===== config.mk =====
export PLATFORM = sky130hd
export DESIGN_NAME = routine_sequencer
export DESIGN_NICKNAME = d
export VERILOG_FILES = /design/src/rtl/routine_sequencer.sv
export SDC_FILE = /design/constraint.sdc
export NUM_CORES = 1
export LEC_CHECK = 0
export BUFFER_PORTS_ARGS = -buffer_cell sky130_fd_sc_hd__buf_2
export CAP_MARGIN = 10
export CORE_UTILIZATION = 45
export CTS_CLUSTER_SIZE = 8
export DETAILED_ROUTE_END_ITERATION = 8
export MAX_ROUTING_LAYER = met4
export PLACE_DENSITY = 0.81
export SETUP_SLACK_MARGIN = 0.4
export SYNTH_ARGS = -nofsm -noshare
export SYNTH_HDL_FRONTEND = slang
export SYNTH_SLANG_ARGS = --single-unit
export TNS_END_PERCENT = 100

===== constraint.sdc =====
create_clock -name Clock -period 3.6 [get_ports Clock]
set_clock_uncertainty 0.05 [all_clocks]
set_input_delay 0.18 -clock Clock [delete_from_list [all_inputs] [get_ports Clock]]
set_output_delay 0.18 -clock Clock [all_outputs]
set_load 0.02 [all_outputs]

===== src/rtl/routine_sequencer.sv =====
// routine_sequencer
//   Cycles through four display routines. Each routine gets a one-cycle
//   restart pulse, then runs until it reports done, is skipped, or hits the
//   watchdog limit. The outputs are then blanked for a fixed interval before
//   the next routine is selected.
//
// Ports
//   Clock         rising-edge clock for all state
//   Reset         synchronous active-high reset
//   Bus0..Bus3    routine buses: [46] done, [45:28] LED, [27:21] Hex3,
//                 [20:14] Hex2, [13:7] Hex1, [6:0] Hex0
//   Hold          level; freezes sequencing while running
//   Skip          single-cycle pulse; forces an advance while running
//   Led           registered LED field of the selected routine
//   Hex3..Hex0    registered seven-segment fields (7'h7F = all off)
//   RoutineSel    index of the current routine
//   RoutineReset  restart pulse to the routines
//   Blanking      high while outputs are blanked
//
// State table
//   state      | meaning
//   -----------+--------------------------------------------------------
//   ST_RESTART | one cycle, RoutineReset=1, run counter cleared
//   ST_RUN     | routine active, counter counts non-held cycles
//   ST_BLANK   | outputs blanked for BLANK_CYCLES, then select next routine

module routine_sequencer #(
    parameter int BLANK_CYCLES = 4,
    parameter int MAX_CYCLES   = 64
) (
    input  logic        Clock,
    input  logic        Reset,
    input  logic [46:0] Bus0,
    input  logic [46:0] Bus1,
    input  logic [46:0] Bus2,
    input  logic [46:0] Bus3,
    input  logic        Hold,
    input  logic        Skip,
    output logic [17:0] Led,
    output logic [6:0]  Hex3,
    output logic [6:0]  Hex2,
    output logic [6:0]  Hex1,
    output logic [6:0]  Hex0,
    output logic [1:0]  RoutineSel,
    output logic        RoutineReset,
    output logic        Blanking
);

    typedef enum logic [1:0] {
        ST_RESTART = 2'd0,
        ST_RUN     = 2'd1,
        ST_BLANK   = 2'd2
    } state_t;

    localparam logic [15:0] WD_LAST    = 16'(MAX_CYCLES - 1);
    localparam logic [7:0]  BLANK_LAST = 8'(BLANK_CYCLES - 1);
    localparam logic [6:0]  HEX_OFF    = 7'h7F;

    state_t      state, state_d;
    logic [15:0] run_cnt, run_cnt_d;
    logic [7:0]  blank_cnt, blank_cnt_d;
    logic [1:0]  sel_d;
    logic [46:0] bus_arr [4];
    logic        done_cur;
    logic [46:0] bus_nxt;

    assign bus_arr[0] = Bus0;
    assign bus_arr[1] = Bus1;
    assign bus_arr[2] = Bus2;
    assign bus_arr[3] = Bus3;

    assign done_cur = bus_arr[RoutineSel][46];
    // Output registers follow the routine that will be selected after the
    // edge, so Led/Hex line up with RoutineSel in the same cycle.
    assign bus_nxt  = bus_arr[sel_d];

    // State register and registered display outputs.
    always_ff @(posedge Clock) begin
        if (Reset) begin
            state      <= ST_RESTART;
            RoutineSel <= 2'd0;
            run_cnt    <= 16'd0;
            blank_cnt  <= 8'd0;
            Led        <= 18'h00000;
            Hex3       <= HEX_OFF;
            Hex2       <= HEX_OFF;
            Hex1       <= HEX_OFF;
            Hex0       <= HEX_OFF;
        end else begin
            state      <= state_d;
            RoutineSel <= sel_d;
            run_cnt    <= run_cnt_d;
            blank_cnt  <= blank_cnt_d;
            if (state_d == ST_BLANK) begin
                Led  <= 18'h00000;
                Hex3 <= HEX_OFF;
                Hex2 <= HEX_OFF;
                Hex1 <= HEX_OFF;
                Hex0 <= HEX_OFF;
            end else begin
                Led  <= bus_nxt[45:28];
                Hex3 <= bus_nxt[27:21];
                Hex2 <= bus_nxt[20:14];
                Hex1 <= bus_nxt[13:7];
                Hex0 <= bus_nxt[6:0];
            end
        end
    end

    // Next-state logic.
    always_comb begin
        state_d     = state;
        run_cnt_d   = run_cnt;
        blank_cnt_d = blank_cnt;
        sel_d       = RoutineSel;
        case (state)
            ST_RESTART: begin
                state_d   = ST_RUN;
                run_cnt_d = 16'd0;
            end
            ST_RUN: begin
                // Hold masks every advance cause; a Skip seen under Hold is lost.
                if (!Hold) begin
                    if (done_cur || Skip || (run_cnt == WD_LAST)) begin
                        state_d     = ST_BLANK;
                        run_cnt_d   = 16'd0;
                        blank_cnt_d = BLANK_LAST;
                    end else begin
                        run_cnt_d = run_cnt + 16'd1;
                    end
                end
            end
            ST_BLANK: begin
                if (blank_cnt == 8'd0) begin
                    state_d = ST_RESTART;
                    sel_d   = RoutineSel + 2'd1;
                end else begin
                    blank_cnt_d = blank_cnt - 8'd1;
                end
            end
            default: begin
                state_d = ST_RESTART;
            end
        endcase
    end

    // State-decoded outputs.
    always_comb begin
        RoutineReset = (state == ST_RESTART);
        Blanking     = (state == ST_BLANK);
    end

endmodule


# --- Yosys cells after proc, flatten, opt, wreduce, memory -nomap -nowiden ---
# Cells that the tools add are included.
totals:
  register_bits: 74
  output_inout_bits: 50
  elab_cells: 51
classes:
  n_addsub: 3
  n_lt_le_gt_ge: 2
  eq_ne: 7
  muxes: 19
  n_bitwise: 2
  reduce_logical: 9
ops:
  columns: ["op", "count"]
  rows:
  - ["binary-select mux 47 bit (select 2 bit)", 2]
  - ["2-to-1 mux 47 bit", 2]
  - ["2-to-1 mux 46 bit", 2]
  - ["2-to-1 mux 16 bit", 2]
  - ["one-hot mux 16 bit (2 select lines)", 1]
  - ["2-to-1 mux 8 bit", 3]
  - ["adder 16 x 1 -> 16 bit, second input constant", 1]
  - ["== test 16 x 6 -> 1 bit, second input constant", 1]
  - ["one-hot mux 8 bit (2 select lines)", 1]
  - ["2-to-1 mux 2 bit", 5]
  - ["zero test 8 bit", 1]
  - ["subtractor 8 x 1 -> 8 bit, second input constant", 1]
  - ["greater-or-equal comparator 3 bit, second input constant", 2]
  - ["!= test 2 bit, second input constant", 3]
  - ["inverter 2 -> 3 bit", 2]
  - ["one-hot mux 2 bit (3 select lines)", 1]
  - ["== test 2 bit, second input constant", 2]
  - ["AND reduction 4 bit", 1]
  - ["nonzero test 2 bit", 2]
  - ["adder 2 x 1 -> 2 bit, second input constant", 1]
  - ["== test 2 x 1 -> 1 bit, second input constant", 1]
  - ["zero test 2 bit", 1]
  - ["logical OR 1 bit", 2]
  - ["AND reduction 2 bit", 1]
  - ["OR reduction 2 bit", 1]

# --- Longest topological paths before layout ---
logic_depth:
  depth_word: 11
  ltp_mapped: 9
  mapped_depth_nobuf: 7

# --- Least setup slack after synthesis ---
# No wires, ideal clock.
synth_path:
  kind: "reg-to-reg"
  from: "reg blank_cnt[0]"
  to: "reg Led[10]"
  setup_ns: 0.073
  arrival_time_ns: 2.068
  t_required_ns: 3.477
  setup_slack_ns: 1.409
  stages_incl_launch_ff: 10
  n_path_buf: 2
  cell_sequence: "dfxtp_1 inv_1 ha_1 nor4b_4 and2_1 nor2_2 or4_1 buf_2 buf_6 o22ai_2"
synth_via:
  elab_chain_len: 7
synth_rtl:
  columns: ["item", "line", "source"]
  rows:
  - ["start, declared", "61", "logic [7:0] blank_cnt, blank_cnt_d;"]
  - ["start signal, assigned", "93", "blank_cnt <= blank_cnt_d;"]
  - ["zero test 8 bit *", "134", "if (blank_cnt == 8'd0) begin"]
  - ["2-to-1 mux 2 bit", "134", null]
  - ["2-to-1 mux 2 bit", "116", "case (state)"]
  - ["inverter 2 -> 3 bit (implied by the code)", "75", "assign bus_nxt = bus_arr[sel_d];"]
  - ["binary-select mux 47 bit (select 2 bit)", "75", null]
  - ["2-to-1 mux 46 bit (implied by the code) (2 in series)", "75", null]
  - ["end signal, assigned", "101", "Led <= bus_nxt[45:28];"]
  - ["end, declared", "39", "output logic [17:0] Led,"]
# Every way passes the cells marked *; elsewhere a longest branch is shown, timed or not. The select of a mux whose other input is x is not followed.
# A chain may end at the register's enable or synchronous reset.

# --- Worst setup path after layout ---
layout_path:
  from: "reg blank_cnt[0]"
  to: "reg Led[2]"
# Same word-level chain as after synthesis.

==> impl.org <==
** STA
- Setup violations remaining at the end of the flow were counted as 0.
- The final number of hold-violating endpoints is 0.
- Setup slack on the critical path of the routed design comes to approximately 0.85 ns.
- Total negative slack :: 0 ns
- The worst pin sits at a relative slew slack of between 40% and 50%.
- The number of max-slew violations in the final report came to 0.
- Highest attainable clock frequency :: 363 MHz
- Setup repair after global routing missed its margin :: false
- Minimum clock period after layout :: ~2.8 ns
- Period utilisation layout :: 76.5%
- At the pin with the least slew margin, the transition time is 0.834 ns.

** Clock network
- PostCTS Resize Cnt :: 0
- No sink is reached through more buffers than the 2 on the longest clock path.
- Deepest level of the CTS H-tree :: 3
- Number of hold buffers added after CTS :: 0
- At the later pin of the worst-skew pair, clock insertion delay measures between 0.3 and 0.4 ns.
- Post-CTS timing repair inserted 0 buffers for setup.
- CTS tree :: built
- Worst-path clk slew :: approximately 0.070 ns
- Buffers inserted during clock tree synthesis total 9.
- Sink Count :: 74
- Clock Root Buffer :: clkbuf_8

** Critical path
- Worst EP arrival :: between 2 and 3 ns
- For the worst flop-to-flop path, the logic depth is 7.
- Destination of the worst register-to-register timing path :: Led[2]
- The worst setup path is of the flop to flop kind.
- Reg2reg setup slack :: 0.85 ns
- Element type at the critical path start :: flop
- In this run the critical register-to-register path is launched from blank_cnt[0].
- Element type at the critical path end :: flop
- In this run the worst setup path terminates at Led[2].
- Critical Path Source :: blank_cnt[0]
- In this run the worst path has a maximum fanout of 17.
- At the worst endpoint, the required time is roughly 3.8 ns.

** Cells and area
- In the final layout, the multi-input gates occupy ~0.0029 mm^2.
- At the end of the flow, the number of nets in the layout was about 950.
- Compared with the post-synthesis result, the final layout area differs by 32.6%.
- The layout has 874 filler cells.
- Number of non-filler instances in the completed layout :: around 890
- Post-route standard cell area excluding fillers :: around 0.006 mm^2
- Fraction of final layout cells sized beyond drive strength 1 :: 41.3%
- Antenna cell count :: 0
- Area taken by flip-flops and latches :: 0.00148 mm^2

** Yosys
- Avg Synthesized Cell Area :: around 8.4 um^2
- Number of enable-type register cells in the synthesized netlist :: 0
- By area, the combinational part of the netlist is dominated by compound AO/OA/AOI/OAI gates.
- Yosys cell types :: between 50 and 60
- Library cell with the highest instance count after synthesis :: dfxtp_1
- Adder-cell area share of the yosys netlist :: less than 1%
- Most used flip-flop cell after synthesis :: dfxtp_1
- Xor/xnor cell area share of the yosys netlist :: slightly above 3%
- Ranked by total cell area, the synthesized netlist is headed by dfxtp_1 33%, mux2i_1 8.4%, mux2_2 7.4%.
- Seq cells post-synth :: 74
- Share of the synthesized area in compound gates (AO/OA/AOI/OAI) :: a little over a quarter
- After Yosys synthesis, and, or, nand and nor cells account for approximately 15% of the synthesized area.
- Of the post-synthesis cell area, the dominant cell type holds roughly a third.
- Summing the sequential cell areas from Yosys gives roughly a third of the chip area.
- Counting every instance in the synthesized netlist gives about 540.
- Counting instances in the post-synthesis netlist gives the leading cell types as 74 x dfxtp_1, 55 x nor2_1, 41 x nand2_1.
- When the netlist entered floorplanning its net count stood at around 730.
- The biggest area contributor in the post-synthesis netlist is dfxtp_1.
- Of the post-synthesis cell area, the part taken by muxes is 16.1%.
- Synth warn :: 0
- Syn Std Cell Area :: roughly 0.0046 mm^2
- Of all flip-flops after synthesis, the portion carrying an async set or reset was 0%.

** Floorplan
- The die covers about 0.011 mm^2.
- For this configuration, the core starts out at a cell density of around 47%.
- Number of primary I/O pins :: 242
- Site Rows :: 36
- Vertical die dimension :: between 100 and 150 um
- The die is 103 um wide.
- CORE AREA :: 0.00977 mm^2

** Route
- After detailed routing, the total wire length is roughly 14,000 um.
- Routed wire per std cell :: 15.7 um
- Final ANT Viol Nets :: 0
- For this run, design rule violations remaining after detail routing come to 0.
- Before antenna repair, the detailed router went through 4 iterations.
- Via total after detailed routing :: 4,996
- The detailed router finished its first iteration with approximately 280 violations.
- After detailed routing, the number of vias per cell comes to between 5 and 6.

** Global routing
- Total overflow reported by the global router :: 0
- The via count of the first global-routing pass is between 4,000 and 5,000.
- Entering global routing, the biggest net connects slightly below 80 pins.
- The first global-routing pass estimated roughly 21,000 um of wire.
- GRT Total Usage :: 26.3%
- The number of antenna violations at the first check in global routing came to 0.

** Power and ir drop
- Power spread over the standard cell area amounts to 359 mW/mm^2.
- Leakage Power :: 2.87 nW
- IR analysis of the VDD net gives a maximum drop of 210 uV.
- Power, Total :: 2.17 mW

** Placed design
- The number of placed instances, taps included, is between 800 and 900.
- Total cell area at the placement stage :: ~0.0058 mm^2
- Summed over all nets, the half-perimeter wirelength after detailed placement is ~10,000 um.
- Count of buffers inserted at the top-level ports :: approximately 240
- Setup WS pre-CTS :: roughly 0.85 ns
- Final weighted congestion in routability-driven placement :: between 0.9 and 1

** Worst hold path
- Class of the most critical hold timing path :: input port to flop

** Job
- Max-cap viol count :: 0

** Status
- Result of the run :: finished, final reports clean
## layout make-up
class                           instances  share of cell area (%)
Sequential cell                        74                    24.6
Tap cell                              133                    2.76
Clock inverter                          1                   0.497
Multi-Input combinational cell        409                    47.4
Inverter                                8                   0.497
Clock buffer                           15                    3.09
Timing Repair Buffer                  251                    21.2
## stage by stage
stage / utilization, % / hold WS [ns]
finish: 61.8 / 0.0446
global route: 61.8 / 0.0308
CTS: 61.8 / 0.0309
detailed placement: 59.5 / 0.398
global placement: 59.5 / 0.396
floorplan: - / 0.293
## kinds of logic after synthesis
| kind of cell | count (synthesis) |
|---|---|
| AO/OA/AOI/OAI | 177 |
| XOR/XNOR | 16 |
| adder cells (fa/ha/maj) | 2 |
| buffers and inverters | 56 |
| flip-flops | 74 |
| multiplexers | 69 |
| AND/OR/NAND/NOR | 145 |
## critical path, stage by stage (launching register included)
cell and delay (ns):
dfxtp_1 0.34, inv_1 0.08, ha_1 0.21, nor4b_4 0.46
and2_1 0.24, nor2_2 0.10, or4_1 0.89, o22ai_1 0.30
## placed cells by master, fill, tap and decap left out, drive strengths merged, types with 3 or more instances in the layout
| cell | n |
|---|---|
| buf | 251 |
| dfxtp | 74 |
| nor2 | 56 |
| o22ai | 45 |
| nand2 | 41 |
| mux2i | 39 |
| a31oi | 37 |
| a22o | 35 |
| mux2 | 30 |
| o21ai | 29 |
| clkbuf | 15 |
| xnor2 | 11 |
| a21oi | 10 |
| inv | 8 |
| nor3 | 7 |
| nand4 | 6 |
| a211oi | 6 |
| o21a | 6 |
| nand3 | 6 |
| xor2 | 5 |
| nor2b | 4 |
| and4 | 4 |
| or3 | 3 |
## registers in the layout (all words and copies together), names as in the netlist
register,count
Hex2,7
state,2
Led,18
RoutineSel,2
run_cnt,16
Hex1,7
blank_cnt,8
Hex3,7
Hex0,7
## worst min-delay path by stage
stage	from	endpoint	slack [ns]	depth (start not counted)
2_1_floorplan	Bus2[16]	Hex2[2]	0.29	2
3_3_place_gp	Bus2[16]	Hex2[2]	0.40	3
3_5_place_dp	Bus2[16]	Hex2[2]	0.40	3
4_1_cts	Bus2[16]	Hex2[2]	0.03	3
5_1_grt	Bus2[16]	Hex2[2]	0.03	3
6_report	Bus2[16]	Hex2[2]	0.04	3
## power by group
part / switching, mW / internal (mW)
combinational: 0.322 / 0.254
clock: 0.302 / 0.397
sequential: 0.0185 / 0.873
## layer usage
layer | vias to the layer above | share of wire, % | global-route usage [%] | wire [um]
met5 | - | 0 | - | 0
met1 | 2329 | 41 | 29.4 | 5700
li1 | 2457 | - | - | -
met2 | 182 | 52 | 45.8 | 7250
met3 | 28 | 5.0 | 5.29 | 701
met4 | 0 | 2.4 | 10.5 | 334
Note: power is estimated with default switching activity, not from simulation.
